File: src/rtl/intc_pkg.sv
// Shared types and helpers for the vectored interrupt controller.
// Helpers work on 32-bit vectors; callers truncate to their source count.
package intc_pkg;

    typedef enum logic [0:0] {
        IDLE = 1'b0,
        REQ  = 1'b1
    } state_e;

    // Bits strictly below the lowest set bit of isr_v; all ones when isr_v is zero.
    function automatic logic [31:0] above_mask(input logic [31:0] isr_v);
        logic [31:0] low_v;
        low_v = isr_v & (~isr_v + 32'd1);
        return low_v - 32'd1;
    endfunction

    function automatic logic [31:0] vec_addr(
        input logic [31:0] base,
        input logic [31:0] stride,
        input logic [31:0] idx
    );
        return base + idx * stride;
    endfunction

endpackage

File: src/rtl/intc_prio_enc.sv
// Combinational fixed-priority encoder: the lowest set request index wins.
module intc_prio_enc #(
    parameter int NSRC = 8,
    parameter int IDW  = $clog2(NSRC)
) (
    input  logic [NSRC-1:0] req,
    output logic [IDW-1:0]  idx,
    output logic            valid
);

    // Scan from the lowest priority upward so the lowest index overwrites last.
    always_comb begin
        idx = '0;
        for (int i = NSRC - 1; i >= 0; i--) begin
            idx = req[i] ? IDW'(i) : idx;
        end
    end

    assign valid = |req;

endmodule

File: src/rtl/intc_vec.sv
// Vectored interrupt controller: prioritised, maskable sources with nesting
// tracked by an in-service register and a held request towards the CPU.
module intc_vec
    import intc_pkg::*;
#(
    parameter int              NSRC   = 8,
    parameter int              IDW    = $clog2(NSRC),
    parameter logic [NSRC-1:0] EDGE   = {NSRC{1'b1}},
    parameter logic [31:0]     BASE   = 32'h0000_0008,
    parameter logic [31:0]     STRIDE = 32'h0000_0010
) (
    input  logic            clk,
    input  logic            clrn,
    input  logic [NSRC-1:0] irq,
    input  logic            ien,
    input  logic            mask_we,
    input  logic [NSRC-1:0] mask_wd,
    input  logic            eoi,
    input  logic [IDW-1:0]  eoi_id,
    input  logic            inta,
    output logic            intr,
    output logic [IDW-1:0]  id,
    output logic [31:0]     vec,
    output logic [NSRC-1:0] mask,
    output logic [NSRC-1:0] pend,
    output logic [NSRC-1:0] isr
);

    state_e          state_r, state_nx_s;
    logic [NSRC-1:0] mask_r, pend_r, isr_r, irq_d_r;
    logic [NSRC-1:0] pend_nx_s, isr_nx_s, above_s, elig_s, ack_oh_s, eoi_oh_s;
    logic [IDW-1:0]  id_r, win_id_s;
    logic            win_vld_s, intr_r, ack_s, start_s;
    logic [31:0]     vec_r;

    assign above_s  = NSRC'(above_mask(32'(isr_r)));
    assign elig_s   = pend_r & mask_r & above_s;
    // Out-of-range eoi_id shifts past the source bits and is dropped by the cast.
    assign eoi_oh_s = eoi   ? NSRC'(32'd1 << eoi_id) : {NSRC{1'b0}};
    assign ack_oh_s = ack_s ? NSRC'(32'd1 << id_r)   : {NSRC{1'b0}};

    intc_prio_enc #(
        .NSRC (NSRC),
        .IDW  (IDW)
    ) u_prio_enc (
        .req   (elig_s),
        .idx   (win_id_s),
        .valid (win_vld_s)
    );

    // Next-state logic: request is held in REQ until the CPU acknowledges.
    always_comb begin
        state_nx_s = state_r;
        ack_s      = 1'b0;
        start_s    = 1'b0;
        case (state_r)
            IDLE: begin
                if (ien && win_vld_s) begin
                    state_nx_s = REQ;
                    start_s    = 1'b1;
                end else begin
                    state_nx_s = IDLE;
                end
            end
            REQ: begin
                if (inta) begin
                    state_nx_s = IDLE;
                    ack_s      = 1'b1;
                end else begin
                    state_nx_s = REQ;
                end
            end
            default: state_nx_s = IDLE;
        endcase
    end

    // Pending/in-service update; a new edge beats the ack clear, the ack set beats eoi.
    always_comb begin
        pend_nx_s = pend_r;
        for (int i = 0; i < NSRC; i++) begin
            if (EDGE[i]) begin
                pend_nx_s[i] = (pend_r[i] & ~ack_oh_s[i]) | (irq[i] & ~irq_d_r[i]);
            end else begin
                pend_nx_s[i] = irq[i];
            end
        end
        isr_nx_s = (isr_r & ~eoi_oh_s) | ack_oh_s;
    end

    // FSM state register.
    always_ff @(posedge clk or negedge clrn) begin
        if (!clrn) begin
            state_r <= IDLE;
        end else begin
            state_r <= state_nx_s;
        end
    end

    // Datapath registers; id and vec are captured only when a request starts.
    always_ff @(posedge clk or negedge clrn) begin
        if (!clrn) begin
            mask_r  <= '0;
            pend_r  <= '0;
            isr_r   <= '0;
            irq_d_r <= '0;
            id_r    <= '0;
            vec_r   <= BASE;
            intr_r  <= 1'b0;
        end else begin
            mask_r  <= mask_we ? mask_wd : mask_r;
            pend_r  <= pend_nx_s;
            isr_r   <= isr_nx_s;
            irq_d_r <= irq;
            intr_r  <= (state_nx_s == REQ);
            if (start_s) begin
                id_r  <= win_id_s;
                vec_r <= vec_addr(BASE, STRIDE, 32'(win_id_s));
            end
        end
    end

    assign intr = intr_r;
    assign id   = id_r;
    assign vec  = vec_r;
    assign mask = mask_r;
    assign pend = pend_r;
    assign isr  = isr_r;

endmodule

File: config.mk
export PLATFORM = sky130hd
export DESIGN_NAME = intc_vec
export DESIGN_NICKNAME = d
export VERILOG_FILES = /design/src/rtl/intc_pkg.sv /design/src/rtl/intc_prio_enc.sv /design/src/rtl/intc_vec.sv
export SDC_FILE = /design/constraint.sdc
export NUM_CORES = 1
export LEC_CHECK = 0
export ABC_AREA = 1
export CORE_MARGIN = 5
export CORE_UTILIZATION = 41
export DETAILED_ROUTE_END_ITERATION = 8
export PLACE_DENSITY = 0.88
export SLEW_MARGIN = 40
export SYNTH_ARGS = -nofsm -noshare
export SYNTH_HDL_FRONTEND = slang
export SYNTH_SLANG_ARGS = --single-unit
File: constraint.sdc
create_clock -name clk -period 1.29 [get_ports clk]
set_input_delay 0.258 -clock clk [delete_from_list [all_inputs] [get_ports clk]]
set_output_delay 0.258 -clock clk [all_outputs]
set_load 0.02 [all_outputs]
Word level (Yosys, flattened, before mapping):

Index checks and enable logic that the tools add are counted.

* register bits after elaboration: 68
* latch bits: 0
* RAM bits: 0
* memory bits (read-only): 0
* word-level logic and storage cells: 78
* memories: 0

* add/subtract/negate cells: 3
* multipliers: 0
* div/mod/pow operators: 0
* magnitude comparators: 0
* eq/ne operators: 0
* shift operators: 2
* muxes and demuxes: 16
* bitwise logic cells: 48
* reductions and logical operators: 2

Operators by type and width (count)
* bitwise AND 8 bit: 4
* two-way mux 3 bit: 8
* inverter 1 bit: 17
* bitwise AND 1 bit: 16
* two-way mux 8 bit: 2
* inverter 8 bit: 2
* << shifter 1 x 3 -> 8 bit (first input constant): 2
* adder 4 x 7 -> 8 bit (first input constant): 1
* adder 8 x 1 -> 8 bit (second input constant): 1
* OR 1 bit: 8
* OR 8 bit: 1
* OR reduction 8 bit: 1
* subtractor 8 x 1 -> 8 bit (second input constant): 1
* two-way mux 1 bit: 5
* case mux 1 bit (2 select lines): 1
* logical AND 1 bit: 1

Logic depth before layout (Yosys ltp):

Gate-level depths: netlist of the first run.

* depth after elaboration: 14
* mapped depth: 10
* mapped depth without buffers: 10

Hierarchy:

A second synthesis of the first run with hierarchy kept.

* cells, all modules: 229
* area total of the unflattened synthesis: 1816.7 um^2

Modules (own cells, without submodules)
* intc_vec: times used 1, cells each 207, area each 1717.9 um^2
* intc_prio_enc: times used 1, cells each 22, area each 98.8 um^2

Least setup slack after synthesis of the first run:

OpenSTA, ideal clock, no wires.

* path type: register to register
* start: reg isr_r[1] (netlist: isr[1])
* end: reg id_r[1] (netlist: id[1])
* library setup time: 121 ps
* arrival: 1136 ps
* required time: 1169 ps
* path slack: 32 ps
* stages on the path, launching flop included: 10
* cell sequence: dfrtp_1 -> inv_1 -> nand2_4 -> nor2_1 -> nor2_1 -> nand2_1 -> nand2_2 -> nand2_2 -> nand3_1 -> o21ai_1

* word-level cells in the longest chain between the ends: 13

Ends and longest elaborated chain
* start, declared: RTL line intc_vec.sv:30 `logic [NSRC-1:0] mask_r, pend_r, isr_r, irq_d_r;`
* start signal, assigned: RTL line intc_vec.sv:112 `isr_r <= isr_nx_s;`
* inverter 8 bit: RTL line intc_pkg.sv:13 `low_v = isr_v & (~isr_v + 32'd1);`
* adder 8 x 1 -> 8 bit: RTL line intc_pkg.sv:13
* bitwise AND 8 bit *: RTL line intc_pkg.sv:13
* subtractor 8 x 1 -> 8 bit *: RTL line intc_pkg.sv:14 `return low_v - 32'd1;`
* bitwise AND 8 bit *: RTL line intc_vec.sv:37 `assign elig_s = pend_r & mask_r & above_s;`
* two-way mux 3 bit (8 in series): RTL line intc_prio_enc.sv:15 `idx = req[i] ? IDW'(i) : idx;`
* end signal, assigned: RTL line intc_vec.sv:116 `id_r <= win_id_s;`
* end, declared: RTL line intc_vec.sv:32 `logic [IDW-1:0] id_r, win_id_s;`

Every way passes the cells marked *; elsewhere a longest branch is shown, timed or not.
A chain may end at the register's enable or synchronous reset.

Worst setup path in the final report of the first run:

Ends and elaborated chain as after synthesis.

==> flow_summary.json, run 1 <==
{
  "crit_path_end_kind": "register",
  "status": "finished with violations",
  "syn_inst": 206,
  "io-pin-count": 85,
  "wl_per_cell_microns": 13.3,
  "seqPwrFrac_pct": 34.9,
  "setup_viol": 3,
  "whs_ns": 0.330,
  "yosysWarnings": 0,
  "ys_ff_latch": 36,
  "die_y_microns": 76.7,
  "rows": 24,
  "r2r_end": "id[1]",
  "remaining_drc_errors": 0,
  "met1_length_mm": 1.63,
  "worstSkewPairLatency_ns": 0.29,
  "power.leakage_nw": 1.23,
  "min_path_type": "in -> async",
  "core_area_sq_mm": 0.00432,
  "portBuffers": 55,
  "highest_layer": "met4",
  "critPathLaunchType": "register",
  "cts_tree": "yes",
  "place_inst": 317,
  "grt_pass1_wl_mm": 6.98,
  "combPwrFrac_pct": 48.9,
  "hold_viol": 0,
  "place_congestion": 0.868,
  "violations": "negative setup slack",
  "finClkSkew_ns": 0.00450,
  "dp_hpwl_mm": 3.43,
  "diodes": 0,
  "yosysSeqAreaShare_pct": 49.4,
  "drtIter0Drc": 83,
  "fin_nets": 300,
  "clk_pin_slew_ns": 0.07,
  "cts-root-buf": "clkbuf_8",
  "required_ns": 1.51,
  "antenna_found_initial": 0,
  "cap_violations": 0,
  "r2r_slack_ns": -0.04,
  "dr.pass1.iters": 4,
  "ff2ff_path_depth": 9,
  "clock_sinks": 36,
  "clk_path_buf_depth": 2,
  "cts_buffers": 5,
  "n_fill_cell": 368,
  "layout_setup_ws_ns": -0.0410,
  "rsz0062_at_grt": "yes",
  "die_x_microns": 76.7,
  "htreeDepth": 2,
  "p_clk_share_pct": 16.2,
  "power.density_mw_per_mm2": 1880,
  "p_int_mw": 2.65,
  "crit_fanout": 5,
  "avgSynthCellArea_sq_um": 8.86,
  "grt_max_degree": 37,
  "wl_met2_mm": 2.29,
  "switching_power_mw": 1.98,
  "synth.cell_area_sq_mm": 0.00182,
  "ant_nets": 0,
  "routed_wirelength_mm": 4.35,
  "drt-vias-per-instance": 4.67,
  "met3_length_microns": 335,
  "arrival_ns": 1.55,
  "swShare_pct": 42.7,
  "worstSetupPathType": "reg -> reg",
  "start_util_pct": 42.2,
  "gr-total-overflow": 0,
  "yosysTopAreaCell": "dfrtp_1",
  "synth_top_area_share_pct": 49.4,
  "grt_pass1_vias": 1538,
  "grt_use_total_pct": 14.8,
  "drive_gt1_share_pct": 20.4,
  "finalNonFillerCells": 327,
  "mostFrequentLayoutCell": "dfrtp_1",
  "max_freq_mhz": 751,
  "ir_drop_mv": 0.727,
  "ys_types": 21,
  "period_share_pct": 103,
  "post-route-min-period_ns": 1.33,
  "dieArea_sq_mm": 0.00588,
  "mostFrequentLayoutCells": "dfrtp_1, o21ai_0, nand2_1",
  "report.final.slew_viol_count": 0,
  "vias": 1527,
  "r2r_start": "isr[1]",
  "synth_area_leaders": "dfrtp_1, buf_4, o21ai_0, nand2_1, inv_1",
  "synthToLayoutAreaGrowth_pct": 35.2
}
==> layout make-up <==
cell class / count / area (sq um) / share of cell area [%]
Inverter: 30 / 113 / 4.57
Clock inverter: 1 / 5.00 / 0.203
Timing Repair Buffer: 68 / 623 / 25.3
Sequential cell: 36 / 901 / 36.5
Clock buffer: 6 / 72.6 / 2.94
Multi-Input combinational cell: 134 / 687 / 27.9
Tap cell: 52 / 65.1 / 2.64
==> power by group through the flow <==
stage                     Sequential (mW)  Clock [mW]  Combinational (mW)
after floorplan                      1.91           0                1.06
after global placement               1.63           0                2.23
after detailed placement             1.63           0                2.29
after CTS                            1.61       0.769                2.18
after global routing                 1.65       0.802                2.47
final                                1.61       0.751                2.26
==> cell usage after synthesis <==
cell / number
buf_4: 32
a21boi_1: 1
inv_1: 29
o211ai_1: 1
nor2_4: 1
a21oi_2: 1
nand3_2: 2
nor2_1: 14
conb_1: 2
nand2_2: 2
dfrtp_1: 36
o21ai_0: 34
nand2_4: 2
buf_2: 1
inv_2: 1
nand4_1: 1
nand2_1: 30
o21ai_1: 2
nand3_1: 5
mux2_2: 7
nor2_2: 2
==> stage by stage <==
stage / setup TNS, ns / util [%] / power, mW / cell area [sq um] / setup WS, ns
3_5_place_dp: -2.14 / 55.1 / 3.92 / 2380 / -0.184
3_3_place_gp: -1.30 / 55.1 / 3.86 / 2380 / -0.0992
5_1_grt: -0.434 / 57.0 / 4.93 / 2470 / -0.138
4_1_cts: 0 / 56.7 / 4.56 / 2450 / 0.000173
2_1_floorplan: 0 / - / 2.97 / 1930 / 0.0323
6_report: -0.0981 / 57.0 / 4.63 / 2470 / -0.0410
==> layer usage <==
| metal | global-route usage [%] | vias to the layer above |
|---|---|---|
| met4 | 6.12 | 0 |
| met3 | 5.39 | 10 |
| met5 | 0 | - |
| met1 | 15.5 | 730 |
| met2 | 26.6 | 61 |
| li1 | - | 726 |
==> worst max path at each step <==
stage	to	startpoint
after global routing	id[1]	isr[1]
final	id[1]	isr[1]
after CTS	pend[3]	pend[3]
after floorplan	id[1]	isr[1]
after global placement	pend[4]	inta
after detailed placement	pend[6]	inta
==> flip-flops by register name, summed over array words and instances (netlist names) <==
register  count
isr           8
id            3
intr          1
pend          8
irq_d_r       8
mask          8
==> cells by family (layout without fill, tap and decap cells) <==
group / after synthesis / count (layout) / synth area share (%)
compound gates: 39 / 39 / 11.2
buf+inv: 63 / 105 / 19.6
flops: 36 / 36 / 49.4
mux: 7 / 7 / 4.32
other cells: 2 / 29 / 0.412
simple gates: 59 / 59 / 15.1
==> timing repair <==
| action | in CTS | in global routing |
|---|---|---|
| endpoints found under the setup margin | 33 | 29 |
| pin swaps | 2 | 5 |
| resized for setup | 47 | 34 |
| buffers inserted | 1 | 2 |
| hold buffers | 0 | 0 |
==> worst max-delay path: stages (launching register included) <==
cell,delay (ns)
dfrtp_1,0.40
inv_1,0.10
nand2_4,0.08
nor2_4,0.15
nand3_2,0.11
nand3_2,0.10
nand2_4,0.07
nand2_2,0.09
nand3_2,0.07
o21ai_2,0.07
Power figures use the tool's default switching activity.
==> run 2, diff against run 1 <==
Settings changed: CAP_MARGIN set to 30, CORE_ASPECT_RATIO set to 1.25, GPL_TIMING_DRIVEN set to 0.
==> flow_summary.json, run 2 (same netlist as run 1, synthesis figures left out) <==
{
  "status": "finished with violations",
  "violations": "negative setup slack",
  "remaining_drc_errors": 0,
  "dieArea_sq_mm": 0.00589,
  "cpMaxStageDelayCell": "dfrtp_1",
  "max_stage_delay_ns": 0.42,
  "core_area_sq_mm": 0.00436,
  "power.leakage_nw": 1.39,
  "setup_viol": 4,
  "start_util_pct": 41.9,
  "die_y_microns": 84.6,
  "diodes": 0,
  "p_clk_share_pct": 15.4,
  "wl_per_cell_microns": 12.7,
  "rsz0062_at_grt": "yes",
  "cts-root-buf": "clkbuf_8",
  "hold_viol": 0,
  "portBuffers": 54,
  "drtIter0Drc": 42,
  "vias": 1568,
  "synthToLayoutAreaGrowth_pct": 48.4,
  "layout_setup_ws_ns": -0.0911,
  "worstSkewPairLatency_ns": 0.29,
  "ff2ff_path_depth": 8,
  "dp_hpwl_mm": 3.62,
  "cts_tree": "yes",
  "max_freq_mhz": 724,
  "dr.pass1.iters": 4,
  "clk_path_buf_depth": 2,
  "wl_met2_mm": 2.41,
  "pre_cts_ws_ns": -0.194,
  "switching_power_mw": 2.01,
  "cpMostUsedCell": "nor2_1",
  "ir_drop_mv": 0.803,
  "crit_path_end_kind": "register",
  "htreeDepth": 2,
  "grt_max_degree": 26,
  "io-pin-count": 85,
  "met1_length_mm": 1.59,
  "grt_pass1_vias": 1649,
  "grt_use_total_pct": 15.8,
  "clock_sinks": 36,
  "r2r_slack_ns": -0.09,
  "drt-vias-per-instance": 4.33,
  "report.final.slew_viol_count": 0,
  "r2r_start": "isr[0]",
  "grt_pass1_wl_mm": 7.40,
  "die_x_microns": 69.7,
  "highest_layer": "met4",
  "totalPowerFinal_mw": 4.78,
  "place_congestion": 0.833,
  "arrival_ns": 1.55,
  "rows": 27,
  "crit_fanout": 5,
  "routed_wirelength_mm": 4.59,
  "cts_buffers": 5,
  "fin_nets": 329,
  "finClkSkew_ns": 0.00482,
  "gr-total-overflow": 0,
  "met3_length_microns": 390,
  "required_ns": 1.46,
  "min_path_type": "in -> reg",
  "seqPwrFrac_pct": 33.9,
  "whs_path_depth": 3,
  "drive_gt1_share_pct": 30.3,
  "holdPathEnd": "mask[7]",
  "whs_ns": 0.379,
  "mostFrequentLayoutCells": "buf_4, dfrtp_1, nand2_1",
  "combPwrFrac_pct": 50.6,
  "r2r_end": "intr",
  "post-route-min-period_ns": 1.38,
  "swShare_pct": 42.0,
  "final_area_sq_mm": 0.00271,
  "period_share_pct": 107,
  "crit_chain": "inv_2 > nand2_4 > nor2_1 > nor2_1 > nand2_1 > nand2_2 > buf_4 > o211ai_1",
  "critPathLaunchType": "register",
  "ant_nets": 0,
  "cap_violations": 0,
  "p_int_mw": 2.77,
  "clk_pin_slew_ns": 0.07,
  "power.density_mw_per_mm2": 1770,
  "placed_area_sq_mm": 0.00256,
  "worstHoldStart": "mask_we",
  "mostFrequentLayoutCell": "buf_4",
  "antenna_found_initial": 0,
  "worstSetupPathType": "reg -> reg",
  "final_util_pct": 62.1
}
-- run 2: cell types whose count changed in the layout (fill, tap and decap cells not counted), sizes merged --
cell           change
clkbuf             -2
clkdlybuf4s50      -2
dlygate4sd3        +1
clkdlybuf4s15      -1
buf               +33
-- run 2: layout make-up --
class | instances | area [sq um]
buffer | 32 | 238
clock buffer | 6 | 72.6
clock inverter | 1 | 5.00
fill | 382 | 1650
inverter | 30 | 113
multi-input combinational | 134 | 691
sequential | 36 | 905
tap | 58 | 72.6
timing repair buffer | 65 | 611
-- run 2: worst max-delay path: cells and delay by family (launching register included) --
kind            cells  cell delay, ns
simple gates        5            0.56
flops               1            0.42
buf+inv             2            0.20
compound gates      1            0.08
-- run 2: power groups by stage --
stage,clock [mW],sequential [mW],combinational (mW)
after floorplan,0,1.91,1.06
after global placement,0,1.65,2.19
after detailed placement,0,1.66,2.25
after CTS,0.755,1.63,2.23
after global routing,0.799,1.66,2.64
final,0.736,1.62,2.42
-- run 2: layer usage --
layer | up-vias | track usage, %
li1 | 784 | -
met1 | 696 | 14.7
met2 | 70 | 29.7
met3 | 18 | 5.51
met4 | 0 | 8.71
met5 | - | 0
-- run 2: per-stage QoR --
step	cells	setup TNS, ns
6_report	362	-0.235
5_1_grt	362	-0.681
4_1_cts	358	0
3_5_place_dp	346	-2.05
3_3_place_gp	345	-29.77
2_1_floorplan	233	0
-- run 2: worst max path at each step --
stage               startpoint       to  depth (start not counted)
finish                  isr[0]     intr                          8
floorplan               isr[1]    id[1]                          9
detailed placement        inta  pend[5]                          6
global route            isr[1]    id[1]                          9
global placement          clrn     intr                          1
CTS                     isr[0]    id[1]                          9
-- run 2: repair_timing --
item / in CTS / in global routing
endpoints found under the setup margin: 33 / 30
endpoints found under the hold margin: 11 / 0
gates resized for setup: 58 / 36
hold buffers: 1 / 0
pin swaps: 0 / 8
setup buffers: 5 / 4
